==> config.mk <==
export PLATFORM = sky130hd
export DESIGN_NAME = pipeline_hazard_ctrl
export DESIGN_NICKNAME = d
export VERILOG_FILES = /design/src/rtl/pipeline_hazard_ctrl_pkg.sv /design/src/rtl/pipeline_hazard_ctrl_load_use_detector.sv /design/src/rtl/pipeline_hazard_ctrl.sv
export SDC_FILE = /design/constraint.sdc
export NUM_CORES = 1
export LEC_CHECK = 0
export ABC_AREA = 0
export BUFFER_PORTS_ARGS = -buffer_cell sky130_fd_sc_hd__buf_2
export CORE_AREA = 3 3 67 93
export CTS_CLUSTER_DIAMETER = 50
export DETAILED_ROUTE_END_ITERATION = 8
export DIE_AREA = 0 0 70 96
export GPL_ROUTABILITY_DRIVEN = 0
export PLACE_DENSITY = 0.54
export SYNTH_ARGS = -nofsm -noshare
export SYNTH_HDL_FRONTEND = slang
export SYNTH_HIERARCHICAL = 1
export SYNTH_SLANG_ARGS = --single-unit
==> constraint.sdc <==
create_clock -name clk_i -period 6.5 [get_ports clk_i]
set_clock_uncertainty 0.1 [all_clocks]
set_input_delay 1.3 -clock clk_i [delete_from_list [all_inputs] [get_ports clk_i]]
set_output_delay 1.3 -clock clk_i [all_outputs]
set_load 0.02 [all_outputs]
==> src/rtl/pipeline_hazard_ctrl_pkg.sv <==
// Shared pipeline types for the hazard controller.
//   - hz_state_e  : hazard FSM states (RUN, MEM_WAIT, HALT)
//   - pipe_ctrl_t : bundle of pipeline-register enables and bubble requests
//   - CNT_W       : performance counter width
//   - sat_inc     : saturating increment used by the performance counters
package pipeline_hazard_ctrl_pkg;

    localparam int unsigned CNT_W     = 16;
    localparam int unsigned REG_IDX_W = 5;

    typedef logic [REG_IDX_W-1:0] reg_idx_t;
    typedef logic [CNT_W-1:0]     perf_cnt_t;

    typedef enum logic [1:0] {
        ST_RUN      = 2'b00,
        ST_MEM_WAIT = 2'b01,
        ST_HALT     = 2'b10
    } hz_state_e;

    typedef struct packed {
        logic pc_we;
        logic if_id_we;
        logic id_ex_we;
        logic ex_mem_we;
        logic mem_wb_we;
        logic if_id_flush;
        logic id_ex_flush;
    } pipe_ctrl_t;

    // Normal flow: every stage advances, no bubbles.
    localparam pipe_ctrl_t CTRL_RUN = '{pc_we: 1'b1, if_id_we: 1'b1, id_ex_we: 1'b1,
                                        ex_mem_we: 1'b1, mem_wb_we: 1'b1,
                                        if_id_flush: 1'b0, id_ex_flush: 1'b0};
    // Data memory not done: freeze the whole pipeline.
    localparam pipe_ctrl_t CTRL_STALL = '{pc_we: 1'b0, if_id_we: 1'b0, id_ex_we: 1'b0,
                                          ex_mem_we: 1'b0, mem_wb_we: 1'b0,
                                          if_id_flush: 1'b0, id_ex_flush: 1'b0};
    // ECALL/EBREAK in EX: stop fetch, squash younger work, let older work drain.
    localparam pipe_ctrl_t CTRL_DRAIN = '{pc_we: 1'b0, if_id_we: 1'b1, id_ex_we: 1'b1,
                                          ex_mem_we: 1'b1, mem_wb_we: 1'b1,
                                          if_id_flush: 1'b1, id_ex_flush: 1'b1};
    // Halted: only the back end keeps moving so in-flight results retire.
    localparam pipe_ctrl_t CTRL_HALT = '{pc_we: 1'b0, if_id_we: 1'b0, id_ex_we: 1'b0,
                                         ex_mem_we: 1'b1, mem_wb_we: 1'b1,
                                         if_id_flush: 1'b0, id_ex_flush: 1'b0};
    // Taken branch: redirect PC and squash the two wrong-path instructions.
    localparam pipe_ctrl_t CTRL_BRANCH = '{pc_we: 1'b1, if_id_we: 1'b1, id_ex_we: 1'b1,
                                           ex_mem_we: 1'b1, mem_wb_we: 1'b1,
                                           if_id_flush: 1'b1, id_ex_flush: 1'b1};
    // Load-use: hold PC and IF/ID, push one bubble into ID/EX.
    localparam pipe_ctrl_t CTRL_LOAD_USE = '{pc_we: 1'b0, if_id_we: 1'b0, id_ex_we: 1'b1,
                                             ex_mem_we: 1'b1, mem_wb_we: 1'b1,
                                             if_id_flush: 1'b0, id_ex_flush: 1'b1};
    // Reset cycle: nothing is written, both front registers are bubbled.
    localparam pipe_ctrl_t CTRL_RESET = '{pc_we: 1'b0, if_id_we: 1'b0, id_ex_we: 1'b0,
                                          ex_mem_we: 1'b0, mem_wb_we: 1'b0,
                                          if_id_flush: 1'b1, id_ex_flush: 1'b1};

    function automatic perf_cnt_t sat_inc(input perf_cnt_t v);
        if (v == {CNT_W{1'b1}}) begin
            return v;
        end else begin
            return v + perf_cnt_t'(1'b1);
        end
    endfunction

endpackage

==> src/rtl/pipeline_hazard_ctrl_load_use_detector.sv <==
// Load-use hazard detector (purely combinational).
//   rs1, rs2           : source registers of the instruction in ID
//   rs1_used, rs2_used : the ID instruction really reads that source
//   rd                 : destination register of the instruction in EX
//   mem_read           : the EX instruction is a load
//   load_use           : ID needs a value the EX load has not produced yet
module pipeline_hazard_ctrl_load_use_detector
    import pipeline_hazard_ctrl_pkg::*;
(
    input  logic [REG_IDX_W-1:0] rs1,
    input  logic [REG_IDX_W-1:0] rs2,
    input  logic                 rs1_used,
    input  logic                 rs2_used,
    input  logic [REG_IDX_W-1:0] rd,
    input  logic                 mem_read,
    output logic                 load_use
);

    logic rs1_match_s;
    logic rs2_match_s;

    assign rs1_match_s = rs1_used && (rs1 == rd);
    assign rs2_match_s = rs2_used && (rs2 == rd);

    // x0 is hard-wired to zero, so a load targeting it can never feed a consumer.
    assign load_use = mem_read && (rd != {REG_IDX_W{1'b0}}) && (rs1_match_s || rs2_match_s);

endmodule

==> src/rtl/pipeline_hazard_ctrl.sv <==
// Five-stage pipeline hazard controller.
//   Inputs : ID source registers and use flags, EX destination/load flag,
//            taken-branch, data-memory busy and ECALL/EBREAK indications.
//   Outputs: pipeline register write enables, IF/ID and ID/EX bubble
//            requests (combinational, same cycle), halted flag, and
//            saturating stall / flush performance counters (registered).
// Event priority: memory busy > halt > taken branch > load-use.
module pipeline_hazard_ctrl
    import pipeline_hazard_ctrl_pkg::*;
(
    input  logic                 clk_i,
    input  logic                 rst_ni,
    input  logic [REG_IDX_W-1:0] rs1_if_id_i,
    input  logic [REG_IDX_W-1:0] rs2_if_id_i,
    input  logic                 rs1_used_if_id_en,
    input  logic                 rs2_used_if_id_en,
    input  logic [REG_IDX_W-1:0] rd_id_ex_i,
    input  logic                 mem_read_id_ex_en,
    input  logic                 branch_taken_ex_i,
    input  logic                 dmem_busy_i,
    input  logic                 halt_ex_i,
    output logic                 pc_write_en_o,
    output logic                 if_id_write_en_o,
    output logic                 id_ex_write_en_o,
    output logic                 ex_mem_write_en_o,
    output logic                 mem_wb_write_en_o,
    output logic                 if_id_flush_o,
    output logic                 id_ex_flush_o,
    output logic                 halted_o,
    output logic [CNT_W-1:0]     stall_count_o,
    output logic [CNT_W-1:0]     flush_count_o
);

    hz_state_e  state_r;
    hz_state_e  next_state_s;
    pipe_ctrl_t ctrl_s;
    perf_cnt_t  stall_cnt_r;
    perf_cnt_t  flush_cnt_r;
    logic       load_use_s;

    pipeline_hazard_ctrl_load_use_detector u_load_use_detector (
        .rs1      (rs1_if_id_i),
        .rs2      (rs2_if_id_i),
        .rs1_used (rs1_used_if_id_en),
        .rs2_used (rs2_used_if_id_en),
        .rd       (rd_id_ex_i),
        .mem_read (mem_read_id_ex_en),
        .load_use (load_use_s)
    );

    // Control decode and next-state selection from current state and live events.
    always_comb begin
        ctrl_s       = CTRL_RUN;
        next_state_s = state_r;
        if (!rst_ni) begin
            ctrl_s       = CTRL_RESET;
            next_state_s = ST_RUN;
        end else begin
            case (state_r)
                // MEM_WAIT decodes exactly like RUN: once the memory is done the
                // pending branch/halt/load-use is acted on in that same cycle.
                ST_RUN, ST_MEM_WAIT: begin
                    if (dmem_busy_i) begin
                        ctrl_s       = CTRL_STALL;
                        next_state_s = ST_MEM_WAIT;
                    end else if (halt_ex_i) begin
                        ctrl_s       = CTRL_DRAIN;
                        next_state_s = ST_HALT;
                    end else if (branch_taken_ex_i) begin
                        ctrl_s       = CTRL_BRANCH;
                        next_state_s = ST_RUN;
                    end else if (load_use_s) begin
                        ctrl_s       = CTRL_LOAD_USE;
                        next_state_s = ST_RUN;
                    end else begin
                        ctrl_s       = CTRL_RUN;
                        next_state_s = ST_RUN;
                    end
                end
                ST_HALT: begin
                    ctrl_s       = CTRL_HALT;
                    next_state_s = ST_HALT;
                end
                // Unreachable encoding: freeze the pipe this cycle and recover to RUN.
                default: begin
                    ctrl_s       = CTRL_STALL;
                    next_state_s = ST_RUN;
                end
            endcase
        end
    end

    // State register and saturating performance counters.
    always_ff @(posedge clk_i) begin
        if (!rst_ni) begin
            state_r     <= ST_RUN;
            stall_cnt_r <= {CNT_W{1'b0}};
            flush_cnt_r <= {CNT_W{1'b0}};
        end else begin
            state_r <= next_state_s;
            // A halted core is not stalled, so HALT cycles are not counted.
            if (!ctrl_s.pc_we && (state_r != ST_HALT)) begin
                stall_cnt_r <= sat_inc(stall_cnt_r);
            end else begin
                stall_cnt_r <= stall_cnt_r;
            end
            if (ctrl_s.if_id_flush) begin
                flush_cnt_r <= sat_inc(flush_cnt_r);
            end else begin
                flush_cnt_r <= flush_cnt_r;
            end
        end
    end

    assign pc_write_en_o     = ctrl_s.pc_we;
    assign if_id_write_en_o  = ctrl_s.if_id_we;
    assign id_ex_write_en_o  = ctrl_s.id_ex_we;
    assign ex_mem_write_en_o = ctrl_s.ex_mem_we;
    assign mem_wb_write_en_o = ctrl_s.mem_wb_we;
    assign if_id_flush_o     = ctrl_s.if_id_flush;
    assign id_ex_flush_o     = ctrl_s.id_ex_flush;
    assign halted_o          = rst_ni && (state_r == ST_HALT);
    assign stall_count_o     = stall_cnt_r;
    assign flush_count_o     = flush_cnt_r;

endmodule

=== Word level (Yosys, flattened, before mapping) ===
Index checks and enable logic that the tools add are counted.

* Reductions and logical operators: 13
* $add $sub $neg: 2
* Eq/ne operators: 7
* Bitwise operators: 2
* Muxes and demuxes: 9

{| class="wikitable"
|+ Operators by type and width
! kind !! count
|-
| 7-bit 2-to-1 mux || 5
|-
| 16-bit by 1-bit adder with 16-bit output, second input constant || 2
|-
| 16-bit equality test, second input constant || 2
|-
| 7-bit one-hot mux with 2 select lines || 1
|-
| 5-bit equality test || 2
|-
| 1-bit logical AND || 6
|-
| 5-bit nonzero test || 1
|-
| 2-bit 2-to-1 mux || 2
|-
| 2-bit one-hot mux with 2 select lines || 1
|-
| 2-bit AND reduction || 2
|-
| 2-bit by 1-bit equality test with 1-bit output, second input constant || 1
|-
| 2-bit equality test, second input constant || 1
|-
| 2-bit zero test || 1
|-
| 2-bit != test, second input constant || 1
|-
| 1-bit inverter || 2
|-
| 2-bit OR reduction || 1
|-
| 1-bit zero test || 1
|-
| 1-bit logical OR || 1
|}

* Register bits: 34
* Output and inout bits: 40
* Word-level logic and storage cells: 36
* Input port bits: 23

=== Depth between registers and ports, before layout ===
Gate-level depths: netlist of run 1.

* Word-level depth: 13
* Gate-level depth with buffers: 10
* Mapped depth without buffers: 9

=== Hierarchy ===
Netlist of run 1, hierarchy kept.

{| class="wikitable"
|+ By module, submodules not included
! module !! cells each !! times used !! seq. area each (um^2) !! area each (um^2)
|-
| pipeline_hazard_ctrl || 208 || 1 || 680.7 || 1,755.4
|-
| pipeline_hazard_ctrl_load_use_detector || 17 || 1 || 0.0 || 133.9
|}

=== Worst setup path before layout of run 1 ===
Ideal clock, no wire load.

* Kind: input -> output
* Start point: in rd_id_ex_i[0]
* End point: out pc_write_en_o
* Stages: 5
* Setup slack: 2,487 ps
* Arrival: 2,613 ps
* Path through: or4_1 o21ai_1 a21oi_1 nor2b_1 nor3_1

* Longest elaborated chain between the ends: 10
* Elaborated cells on any way between the ends: 14

{| class="wikitable"
|+ Ends and longest elaborated chain
! element !! RTL line !! source
|-
| start, declared || pipeline_hazard_ctrl.sv:17 || <nowiki>input logic [REG_IDX_W-1:0] rd_id_ex_i,</nowiki>
|-
| 5-bit equality test, on equally long branches || pipeline_hazard_ctrl_load_use_detector.sv:22, pipeline_hazard_ctrl_load_use_detector.sv:23 ||
|-
| 1-bit logical AND, on equally long branches || pipeline_hazard_ctrl_load_use_detector.sv:22, pipeline_hazard_ctrl_load_use_detector.sv:23 ||
|-
| 1-bit logical OR || pipeline_hazard_ctrl_load_use_detector.sv:26 || <nowiki>assign load_use = mem_read && (rd != {REG_IDX_W{1'b0}}) && (rs1_match_s || rs2_match_s);</nowiki>
|-
| 1-bit logical AND (*) || pipeline_hazard_ctrl_load_use_detector.sv:26 ||
|-
| net load_use_s || pipeline_hazard_ctrl.sv:39 || <nowiki>logic load_use_s;</nowiki>
|-
| 7-bit 2-to-1 mux (*) || pipeline_hazard_ctrl.sv:72 || <nowiki>end else if (load_use_s) begin</nowiki>
|-
| 7-bit 2-to-1 mux (*) || pipeline_hazard_ctrl.sv:69 || <nowiki>end else if (branch_taken_ex_i) begin</nowiki>
|-
| 7-bit 2-to-1 mux (*) || pipeline_hazard_ctrl.sv:66 || <nowiki>end else if (halt_ex_i) begin</nowiki>
|-
| 7-bit 2-to-1 mux (*) || pipeline_hazard_ctrl.sv:63 || <nowiki>if (dmem_busy_i) begin</nowiki>
|-
| 7-bit one-hot mux with 2 select lines (*) || pipeline_hazard_ctrl.sv:59 || <nowiki>case (state_r)</nowiki>
|-
| 7-bit 2-to-1 mux (*) || pipeline_hazard_ctrl.sv:55 || <nowiki>if (!rst_ni) begin</nowiki>
|-
| end, declared || pipeline_hazard_ctrl.sv:22 || <nowiki>output logic pc_write_en_o,</nowiki>
|}

Mark *: on every way through the listed nets, which the timed path passes. The rest lies on a longest branch.

=== Worst setup path after layout of run 1 ===
* Start point: in rd_id_ex_i[2]
* End point: out if_id_write_en_o

* Longest elaborated chain between the ends: 10
* Elaborated cells on any way between the ends: 14

{| class="wikitable"
|+ Ends and longest elaborated chain
! element !! RTL line !! source
|-
| 5-bit equality test, on equally long branches || pipeline_hazard_ctrl_load_use_detector.sv:22, pipeline_hazard_ctrl_load_use_detector.sv:23 ||
|-
| 1-bit logical AND, on equally long branches || pipeline_hazard_ctrl_load_use_detector.sv:22, pipeline_hazard_ctrl_load_use_detector.sv:23 ||
|-
| 1-bit logical OR || pipeline_hazard_ctrl_load_use_detector.sv:26 ||
|-
| 1-bit logical AND (*) || pipeline_hazard_ctrl_load_use_detector.sv:26 ||
|-
| net load_use_s || pipeline_hazard_ctrl.sv:39 ||
|-
| 7-bit 2-to-1 mux (*) || pipeline_hazard_ctrl.sv:72 ||
|-
| 7-bit 2-to-1 mux (*) || pipeline_hazard_ctrl.sv:69 ||
|-
| 7-bit 2-to-1 mux (*) || pipeline_hazard_ctrl.sv:66 ||
|-
| 7-bit 2-to-1 mux (*) || pipeline_hazard_ctrl.sv:63 ||
|-
| 7-bit one-hot mux with 2 select lines (*) || pipeline_hazard_ctrl.sv:59 ||
|-
| 7-bit 2-to-1 mux (*) || pipeline_hazard_ctrl.sv:55 ||
|-
| end, declared || pipeline_hazard_ctrl.sv:23 || <nowiki>output logic if_id_write_en_o,</nowiki>
|}

Marks and branches as above.

==> impl_results.md, run 1 <==
* Worst-margin pin slew at about 0.85 ns
* Initial core utilization at between 30 and 40%
* Multi-input logic area at ~1100 sq um
* #FFs+latches synth at 34
* Hold buffer count at cts at 0
* First drt pass iteration count at 4
* Crit Path Category: in -> out
* Syn_area_per_cell at around 8.4 sq um
* Root buffer cell: clkbuf_8
* CTS resizes at 0
* Cells after Synth at roughly 230
* Die span in y at about 96 um
* Final Power at between 400 and 500 uW
* Share of cells above drive strength 1 at about 28%
* CTS Buffer Depth at 2
* CTS buffer count at 5
* Hold depth at 2
* Die area at between 6000 and 7000 sq um
* Fin cells at around 360
* Req. time, crit path at approximately 5.1 ns
* DR iter-0 viols at ~110
* Startpoint types: input port
* Fin util at a little over two fifths
* Power per cell area at ~200 nW/um^2
* Initial antenna violation count at 0
* IO buf count at 62
* Relative slew slack at 43.1%
* Core area at about 5500 sq um
* Largest net degree at the start of global routing at 31
* Setup Viol. Count Final at 0
* Synth Net Count at 250
* Vias post-DR at between 1500 and 2000
* Register area at ~680 sq um
* Overall Global Routing Usage at between 10% and 20%
* Worst vdd ir at about 0.07 mV
* Num rows at 32
* Cell leakage power at between 0.0009 and 0.001 uW
* # diodes at 0
* Final WL at 4.56 mm
* Min-Delay Path Class: reg -> reg
* Sequential fraction of the synthesis area at ~36%
* Yosys Warn Count at 6
* Fmax at approximately 0.24 GHz
* Crit path capture type: output port
* GRT Residual Overflow at 0
* Worst-Skew Late Latency at around 0.28 ns
* Synth-to-Final Area Change at 23.9%
* Clock tree sinks at 34
* Fin. max-slew vios at 0
* Netlist Area Pre-Place at approximately 1900 sq um
* Wirelength per Cell at between 10 and 15 um
* Die X at approximately 70 um
* Post-route ant nets at 0
* Hpwl dp at 3.46 mm
* Final worst-path cycle share at 64.4%
* Max FO, Critical Path at 3
* Crit path DAT at 2.79 ns
* Htree depth at 2
* Clock transition at path regs at 0.07 ns
* Via density at around 5.1
* Synth unique cells at 40
* Hold path startpoint: stall_count_o[15]
* Fill cell count at 600
* Max-cap violation count at 0
* CTS tree: yes
* RSZ-0062 raised after global routing: no
* NumNets Final at a little over 300
* Setup TNS at 0 ns
* Minimum clock period at ~4.2 ns
* Reg-to-Reg Start: flush_count_o[0]
* Status: finished clean
* Crit path launch: rd_id_ex_i[2]
* Final hold vios at 0
* DRC Markers at 0
* Hold Slack at between 0.3 and 0.4 ns
* Dpl cells at 347
* Setup bufs post-CTS at 0
* First-pass GRT wire length at around 7.7 mm
* Io pins at 63
* Reg2Reg Depth at 6
* Vias in the first global route at about 1700
==> per-layer routing <==
layer	GRT usage (%)	wire, um	vias up	share of wire (%)
met1	15.2	1910	843	42
li1	-	-	913	-
met4	4.31	46	0	1.0
met2	26.7	2420	34	53
met5	0	0	-	0
met3	3.03	186	4	4.1
==> cells in the mapped netlist <==
| cell | count | area share, % |
|---|---|---|
| a21o_1 | 4 | 1.6 |
| and3_2 | 1 | 0.40 |
| o32ai_4 | 1 | 1.5 |
| inv_1 | 11 | 2.2 |
| buf_2 | 1 | 0.26 |
| and4_1 | 3 | 1.4 |
| o31a_2 | 1 | 0.53 |
| nor4b_1 | 2 | 0.93 |
| dfxtp_1 | 34 | 36 |
| and3_1 | 5 | 1.7 |
| a41oi_1 | 1 | 0.46 |
| nand3_1 | 17 | 4.5 |
| o21ai_1 | 1 | 0.26 |
| ha_1 | 2 | 1.3 |
| or3_1 | 3 | 0.99 |
| nor2_1 | 26 | 5.2 |
| o21ai_0 | 6 | 1.6 |
| nor2b_1 | 1 | 0.33 |
| a31o_2 | 2 | 0.93 |
| nor3b_1 | 2 | 0.79 |
| xor2_1 | 9 | 4.2 |
| or3_2 | 1 | 0.40 |
| nor4_1 | 4 | 1.3 |
| nand2_1 | 15 | 3.0 |
| o211ai_1 | 1 | 0.40 |
| nor4_2 | 2 | 1.3 |
| mux2i_1 | 2 | 1.1 |
| nor3_1 | 10 | 2.6 |
| nor4_4 | 2 | 2.3 |
| buf_4 | 1 | 0.40 |
| nand3b_1 | 1 | 0.40 |
| a21oi_1 | 14 | 3.7 |
| buf_6 | 3 | 1.8 |
| or2b_1 | 2 | 0.79 |
| clkbuf_1 | 4 | 0.79 |
| nand4_1 | 8 | 2.6 |
| or4_1 | 1 | 0.40 |
| or3b_1 | 1 | 0.46 |
| xnor2_1 | 19 | 8.8 |
| a311oi_1 | 1 | 0.46 |
==> through the flow <==
stage          worst slack (ns)  cell area (sq um)
3_5_place_dp               2.31               2230
6_report                   2.31               2340
5_1_grt                    2.15               2340
2_1_floorplan              2.49               1890
4_1_cts                    2.31               2340
3_3_place_gp               2.38               2230
==> cell families after synthesis <==
logic type,share of synthesized area [%]
xor gates and xnor gates,13.0
AOI/OAI and AO/OA,11.4
muxes,1.06
and+or+nand+nor,31.8
adders and majority gates,1.32
buffers and inverters,5.43
DFF,36.0
==> report_power, final <==
| part | switching, uW | leakage, uW | internal, uW |
|---|---|---|---|
| sequential | 6.53 | 0.000275 | 214 |
| combinational | 37.7 | 0.000667 | 24.7 |
| clock | 73.1 | 0.0000575 | 107 |
| total | 117 | 0.000999 | 346 |
==> state kept, by name, summed over array words and instances (netlist names) <==
name,cells
flush_count_o,16
stall_count_o,16
state_r,2
==> cell type report <==
type / count / area share [%]
inverters: 11 / 1.76
repair buffers: 63 / 13.6
clock buffers: 8 / 4.70
flip-flops and latches: 34 / 29.1
well taps: 68 / 3.63
multi-input cells: 171 / 47.2
==> worst paths after layout <==
path / endpoint / slack [ns]
max: if_id_write_en_o / 2.31
min: stall_count_o[15] / 0.40
max reg2reg: flush_count_o[0] / 4.31
min reg2reg: stall_count_o[15] / 0.40
==> critical path: stages <==
cell and delay [ns]:
buf_2 0.12, xor2_1 0.15, nor4_1 0.33, nand3_1 0.11, a21oi_1 0.18, nor2b_1 0.32
a21oi_1 0.11, buf_2 0.17
==> cell usage in the layout, fill, tap and decap left out, types with 9 or more instances in the layout <==
cell	instances
nor2_1	26
xor2_1	9
dfxtp_1	34
nand2_1	15
xnor2_1	19
inv_1	11
nand3_1	17
buf_2	62
a21oi_1	14
nor3_1	10
Note: power is estimated with default switching activity, not from simulation.
==> run 2: changes to the inputs <==
--- a/config.mk
+++ b/config.mk
@@ -5,14 +5,14 @@
 export SDC_FILE = /design/constraint.sdc
 export NUM_CORES = 1
 export LEC_CHECK = 0
-export ABC_AREA = 0
+export ABC_AREA = 1
 export BUFFER_PORTS_ARGS = -buffer_cell sky130_fd_sc_hd__buf_2
-export CORE_AREA = 3 3 67 93
+export CORE_AREA = 3 3 73 102
 export CTS_CLUSTER_DIAMETER = 50
 export DETAILED_ROUTE_END_ITERATION = 8
-export DIE_AREA = 0 0 70 96
+export DIE_AREA = 0 0 76 105
 export GPL_ROUTABILITY_DRIVEN = 0
-export PLACE_DENSITY = 0.54
+export PLACE_DENSITY = 0.55
 export SYNTH_ARGS = -nofsm -noshare
 export SYNTH_HDL_FRONTEND = slang
 export SYNTH_HIERARCHICAL = 1
==> constraint.sdc (replaced) <==
create_clock -name clk_i -period 3.71 [get_ports clk_i]
set_clock_uncertainty 0.1 [all_clocks]
set_input_delay 0.742 -clock clk_i [delete_from_list [all_inputs] [get_ports clk_i]]
set_output_delay 0.742 -clock clk_i [all_outputs]
set_load 0.02 [all_outputs]
==> run 2 against run 1 <==
Compared with the run above: cell count grew 52%; worst setup slack lost 1.3 ns; sequential cell count is the same; final area grew 18%.
==> impl_results.md, run 2 <==
* CTS buffer count at 5 (unchanged)
* Netlist Area Pre-Place at 2300 sq um (+22%)
* Post-synth top flop: dfxtp_1
* First-pass GRT wire length at 10.9 mm (+42%)
* Setup bufs post-CTS at 0 (unchanged)
* Hold path startpoint: state_r[1]
* DR iter-0 viols at 140 (+23%)
* Root buffer cell: clkbuf_8
* CP Cell Sequence: buf_2 > inv_1 > nand2_1 > nand2_1 > nor2_1 > nand3_1 > a21oi_1 > nand2_1 > nand4_1 > inv_1 > buf_2
* Max FO, Critical Path at 4 (+1)
* Setup Slack @ Placement at 1.06 ns (-1.26 ns)
* Crit path capture type: output port
* Yosys Warn Count at 6 (unchanged)
* Crit path top cell by count: nand2_1
* Startpoint types: input port
* Synth Net Count at 408 (+63%)
* Final worst-path cycle share at 72.1%
* Ys async rst share at 0% (unchanged)
* Post-synth top area cell: dfxtp_1
* Fmax at ~0.37 GHz
* Setup Viol. Count Final at 0 (unchanged)
* Req. time, crit path at 2.87 ns (-2.23 ns)
* Clock tree sinks at 34 (unchanged)
* Hold buffer count at cts at 0 (unchanged)
* Crit path launch: rd_id_ex_i[3]
* Die span in y at 105 um (+9.4%)
* Wirelength per Cell at 12.0 um (-6.5%)
* Final hold vios at 0 (unchanged)
* Num rows at 35 (+9.4%)
* GRT Residual Overflow at 0 (unchanged)
* Sequential fraction of the synthesis area at 29.6% (-6.4 points)
* EDFF count, synth at 0 (unchanged)
* Final worst setup slack at 1.03 ns (-1.28 ns)
* Hpwl dp at 4.87 mm (+41%)
* Crit path DAT at 1.83 ns (-0.96 ns)
* Synth unique cells at 26 (-35%)
* Largest cells by area after synthesis: dfxtp_1 (30%), nand2_1 (24%), nor2_1 (8.3%)
* Post-route ant nets at 0 (unchanged)
* Critical Path Max Stage Delay at 0.24 ns (-0.09 ns)
* Htree depth at 2 (unchanged)
* Setup TNS at 0 ns (unchanged)
* Post-synth top cells: nand2_1 (149), nor2_1 (51), inv_1 (38), dfxtp_1 (34), a21oi_1 (19)
* Status: finished clean
* Vias in the first global route at 2429 (+39%)
* CTS Buffer Depth at 2 (unchanged)
* Most numerous cell in the Yosys netlist: nand2_1
* Worst vdd ir at 0.149 mV (+110%)
* Largest net degree at the start of global routing at 28 (-9.7%)
* Post-synth top area share at 29.6% (-6.4 points)
* Via density at 4.75 (-5.9%)
* Io pins at 63 (unchanged)
* Cell leakage power at 0.00121 uW (+21%)
* Core area at 6610 sq um (+20%)
* NumNets Final at 471 (+51%)
* Reg-to-Reg Start: flush_count_o[0]
* Minimum clock period at 2.68 ns
* Min-Delay Path Class: reg -> reg
* Clock transition at path regs at 0.07 ns (about the same)
* Post-layout instance area at 2760 sq um (+18%)
* Initial core utilization at 34.8% (+0.58 points)
* CTS tree: yes
* Most frequent cells in the layout: nand2_1 (149), buf_2 (62), nor2_1 (51), inv_1 (38), dfxtp_1 (34)
* # diodes at 0 (unchanged)
* Relative slew slack at 68.3% (+25 points)
* Worst-Skew Late Latency at 0.29 ns (about the same)
* RSZ-0062 raised after global routing: no
* Fin. max-slew vios at 0 (unchanged)
* CTS resizes at 0 (unchanged)
* Crit Path Category: in -> out
* Initial antenna violation count at 1 (+1)
* Fin util at 41.7% (-0.65 points)
* Max-cap violation count at 0 (unchanged)
* First drt pass iteration count at 4 (unchanged)
* Most common cell after layout, fill and taps aside: nand2_1
* Die X at 76 um (+8.6%)
* Die area at 7980 sq um (+19%)
* Worst-margin pin slew at 0.474 ns (-0.373 ns)
* Vias post-DR at 2558 (+43%)
* IO buf count at 62 (unchanged)
* Final WL at 6.47 mm (+42%)
* Overall Global Routing Usage at 16.6% (+2.7 points)
* Cells after Synth at 383 (+70%)
* DRC Markers at 0 (unchanged)
* Syn_area_per_cell at 6.00 sq um (-28%)
* Share of cells above drive strength 1 at 20.9% (-7.4 points)
* Fill cell count at 743 (+24%)
* Top Family by Delay on Critical Path: simple AND/OR/NAND/NOR gates
* DP Area at 2680 sq um (+20%)
* CP Buf/Inv Count at 4 (+2)
* #FFs+latches synth at 34 (unchanged)
* Power per cell area at 282 nW/um^2 (+43%)
* CP max-delay cell: a21oi_1
* Synth-to-Final Area Change at 20.0%
==> run 2: cell types whose count changed after synthesis, moves of 7 or more <==
cell and change:
xnor2_1 -13, a21oi_2 +10, nor3_1 -9, nor2_1 +25, o21ai_0 +7, nand2_1 +134
inv_1 +27
==> run 2: metrics by stage <==
step                      total power [uW]  hold WS [ns]  std cells
after floorplan                        480         0.324        383
after global placement                 522         0.335        531
after detailed placement               524         0.347        531
after CTS                              792         0.357        538
after global routing                   829         0.375        538
final                                  779         0.356        538
==> run 2: layout make-up <==
type	instances	area, sq um	share of cell area [%]
Multi-Input combinational cell	299	1390	50.4
Inverter	42	170	6.17
Sequential cell	34	681	24.7
Clock buffer	7	76.3	2.77
Timing Repair Buffer	64	325	11.8
Tap cell	92	115	4.17
==> run 2: per-layer routing <==
metal  vias up  share of wire, %  track usage (%)  routed length [um]
met5         -              0.11                0                   7
met4         2               3.1             6.87                 202
met2        58                51             30.5                3280
met1      1158                41             18.0                2680
met3        18               4.5             3.97                 289
li1       1322                 -                -                   -
==> run 2: power breakdown <==
| part | switching, uW | leakage (uW) | internal [uW] | total, uW |
|---|---|---|---|---|
| sequential | 12.1 | 0.000275 | 374 | 386 |
| clock | 135 | 0.0000383 | 129 | 264 |
| combinational | 87.5 | 0.000891 | 41.2 | 129 |
==> run 2: path summary, 6_finish.rpt <==
check | endpoint | slack (ns) | cells past startpoint
worst min register to register | state_r[0] | 0.36 | 1
worst min-delay path | state_r[0] | 0.36 | 1
worst max register to register | flush_count_o[14] | 1.51 | 8
worst max-delay path | pc_write_en_o | 1.03 | 11
==> run 2: worst register-to-register path, cell delays in order, from the launching register on <==
cell and delay, ns:
dfxtp_1 0.48, ha_1 0.31, nand2_2 0.10, nor2_4 0.12, nand2_2 0.10, o21ai_4 0.43, inv_2 0.24, nand2_1 0.14
a21oi_2 0.06
==> run 2: kinds of logic after synthesis <==
logic type               count (synthesis)  synth area share, %
buffers and inverters                   50                 9.90
AO/OA/AOI/OAI                           45                 12.0
AND/OR/NAND/NOR                        241                 43.2
XOR/XNOR                                11                 4.19
adder cells (fa/ha/maj)                  2                 1.09
flip-flops                              34                 29.6
==> run 3: changes to the inputs <==
--- a/config.mk
+++ b/config.mk
@@ -12,7 +12,7 @@
 export DETAILED_ROUTE_END_ITERATION = 8
 export DIE_AREA = 0 0 76 105
 export GPL_ROUTABILITY_DRIVEN = 0
-export PLACE_DENSITY = 0.55
+export PLACE_DENSITY = 0.53
 export SYNTH_ARGS = -nofsm -noshare
 export SYNTH_HDL_FRONTEND = slang
 export SYNTH_HIERARCHICAL = 1
==> constraint.sdc (replaced) <==
create_clock -name clk_i -period 2.6 [get_ports clk_i]
set_clock_uncertainty 0.1 [all_clocks]
set_input_delay 0.52 -clock clk_i [delete_from_list [all_inputs] [get_ports clk_i]]
set_output_delay 0.52 -clock clk_i [all_outputs]
set_load 0.02 [all_outputs]
==> run 3 against run 2 <==
Compared with the run above: non-clock buffer count increased by 1; global-route usage increased by 0.057 points; core utilization increased by 0.36 points; worst hold slack got worse by 0.0092 ns; worst setup slack got worse by 0.66 ns; sequential cell count unchanged; combinational power increased by 45%; via count decreased by 1.2%; count of clock-buffer cells in the layout decreased by 1; total power increased by 45%; clock power increased by 48%; final area increased by 0.86%.
==> impl_results.md, run 3 (synthesis results as in run 2) <==
* Status: finished clean
* Hold depth at 1 (unchanged)
* Max FO, Critical Path at 4 (unchanged)
* Sw Share at 30.7% (+0.62 points)
* Root buffer cell: clkbuf_8
* CTS tree: yes
* Die X at 76 um (unchanged)
* Sequential share of power at 48.8% (-0.8 points)
* IO buf count at 62 (unchanged)
* Largest net degree at the start of global routing at 26 (-7.1%)
* Via density at 4.69 (-1.4%)
* Share of cells above drive strength 1 at 21.3% (+0.40 points)
* Synth-to-Final Area Change at 21.0%
* CTS resizes at 0 (unchanged)
* Relative slew slack at 72.8% (+4.6 points)
* Minimum clock period at ~2.2 ns
* Final hold vios at 0 (unchanged)
* Core area at 6610 sq um (unchanged)
* CTS Buffer Depth at 2 (unchanged)
* Worst Hold End: state_r[0]
* First drt pass iteration count at 4 (unchanged)
* Max-cap violation count at 0 (unchanged)
* DR iter-0 viols at 114 (-19%)
* Setup Viol. Count Final at 0 (unchanged)
* NumNets Final at 472 (+0.21%)
* Overall Global Routing Usage at 16.7% (+0.057 points)
* Initial antenna violation count at 0 (-1)
* Hold path startpoint: state_r[1]
* DRC Markers at 0 (unchanged)
* Clock share of power at 34.6% (+0.7 points)
* Worst vdd ir at 0.192 mV (+29%)
* Clock tree sinks at 34 (unchanged)
* Internal power at 781 uW (+44%)
* Most frequent cells in the layout: nand2_1 (149), buf_2 (62), nor2_1 (51), inv_1 (38), dfxtp_1 (34)
* Worst-Skew Late Latency at 0.29 ns (about the same)
* R2R Path End: flush_count_o[9]
* Comb power frac at 16.6% (about the same)
* Cell leakage power at 0.00121 uW (+0.80%)
* Vias in the first global route at 2328 (-4.2%)
* Crit path DAT at 1.61 ns (-0.22 ns)
* RSZ-0062 raised after global routing: no
* Net switching power at 346 uW (+48%)
* Clock transition at path regs at 0.07 ns (about the same)
* Crit Path Category: in -> out
* GRT Residual Overflow at 0 (unchanged)
* Startpoint types: input port
* R2r setup slk at 0.58 ns (-0.93 ns)
* Setup TNS at 0 ns (unchanged)
* Fmax at 0.448 GHz
* Most common cell after layout, fill and taps aside: nand2_1
* Req. time, crit path at 1.98 ns (-0.89 ns)
* First-pass GRT wire length at 10.8 mm (-0.32%)
* Final WL at 6.42 mm (-0.73%)
* Setup bufs post-CTS at 0 (unchanged)
* Hold buffer count at cts at 0 (unchanged)
* # diodes at 0 (unchanged)
* CTS buffer count at 5 (unchanged)
* Worst-margin pin slew at 0.406 ns (-0.0683 ns)
* Min-Delay Path Class: reg -> reg
* Fin. max-slew vios at 0 (unchanged)
* Htree depth at 2 (unchanged)
* Vias post-DR at 2528 (-1.2%)
* Die area at 7980 sq um (unchanged)
* Hpwl dp at 4.98 mm (+2.3%)
* Crit path capture type: output port
* Io pins at 63 (unchanged)
* Final worst-path cycle share at roughly 86%
* Wirelength per Cell at 11.9 um (-0.91%)
* Initial core utilization at 34.8% (unchanged)
* Num rows at 35 (unchanged)
* Die span in y at 105 um (unchanged)
* Post-route ant nets at 0 (unchanged)
* Reg-to-Reg Start: flush_count_o[0]
* Power per cell area at 405 nW/um^2 (+44%)
* Reg2Reg Depth at 8 (unchanged)
* Hold Slack at 0.347 ns (-0.00921 ns)
[run 3: changes by cell type in the layout (fill, tap and decap cells not counted), sizes merged]
| cell | previous run | this run |
|---|---|---|
| clkinvlp | 0 | 1 |
| buf | 64 | 65 |
| clkbuf | 7 | 6 |
[run 3: through the flow]
step,cells,util (%),setup slack [ns],area (sq um),power [uW]
final,539,42.1,0.369,2780,1130
after global routing,539,42.1,0.166,2780,1190
after CTS,539,42.1,0.358,2780,1140
after detailed placement,532,40.9,0.267,2700,753
after global placement,532,40.9,0.327,2700,751
after floorplan,383,-,0.457,2300,686
[run 3: routing by layer]
metal	vias to the layer above	track usage [%]	wire (um)
li1	1328	-	-
met1	1130	18.6	2630
met2	64	31.0	3410
met3	6	3.53	298
met4	0	5.44	83
met5	-	0	0
[run 3: layout make-up]
class	count	area (sq um)
tap	92	115
fill	732	3830
clock buffer	6	72.6
sequential	34	681
timing repair buffer	65	345
inverter	42	170
multi-input combinational	299	1390
clock inverter	1	7.51
[run 3: worst max-delay path by stage]
stage / from / to / slack (ns) / cells past startpoint
after floorplan: rst_ni / mem_wb_write_en_o / 0.46 / 3
after global placement: rd_id_ex_i[4] / stall_count_o[1] / 0.33 / 15
after detailed placement: rd_id_ex_i[4] / stall_count_o[1] / 0.27 / 15
after CTS: rd_id_ex_i[4] / pc_write_en_o / 0.36 / 11
after global routing: rd_id_ex_i[4] / pc_write_en_o / 0.17 / 11
final: rd_id_ex_i[4] / pc_write_en_o / 0.37 / 11
[run 3: worst max-delay path, cell delays in order]
cell and delay (ns):
buf_2 0.12, inv_2 0.05, nand2_2 0.04, nand2_1 0.05, nor2_1 0.10, nand3_1 0.08, a21oi_1 0.23, nand2_1 0.08
nand4_1 0.11, inv_1 0.07, buf_2 0.16
[run 3: power by group through the flow]
stage / Sequential (uW) / Combinational [uW] / Clock (uW)
2_1_floorplan: 572 / 114 / 0
5_1_grt: 554 / 211 / 425
3_5_place_dp: 563 / 190 / 0
3_3_place_gp: 562 / 189 / 0
4_1_cts: 551 / 191 / 396
6_report: 550 / 187 / 390
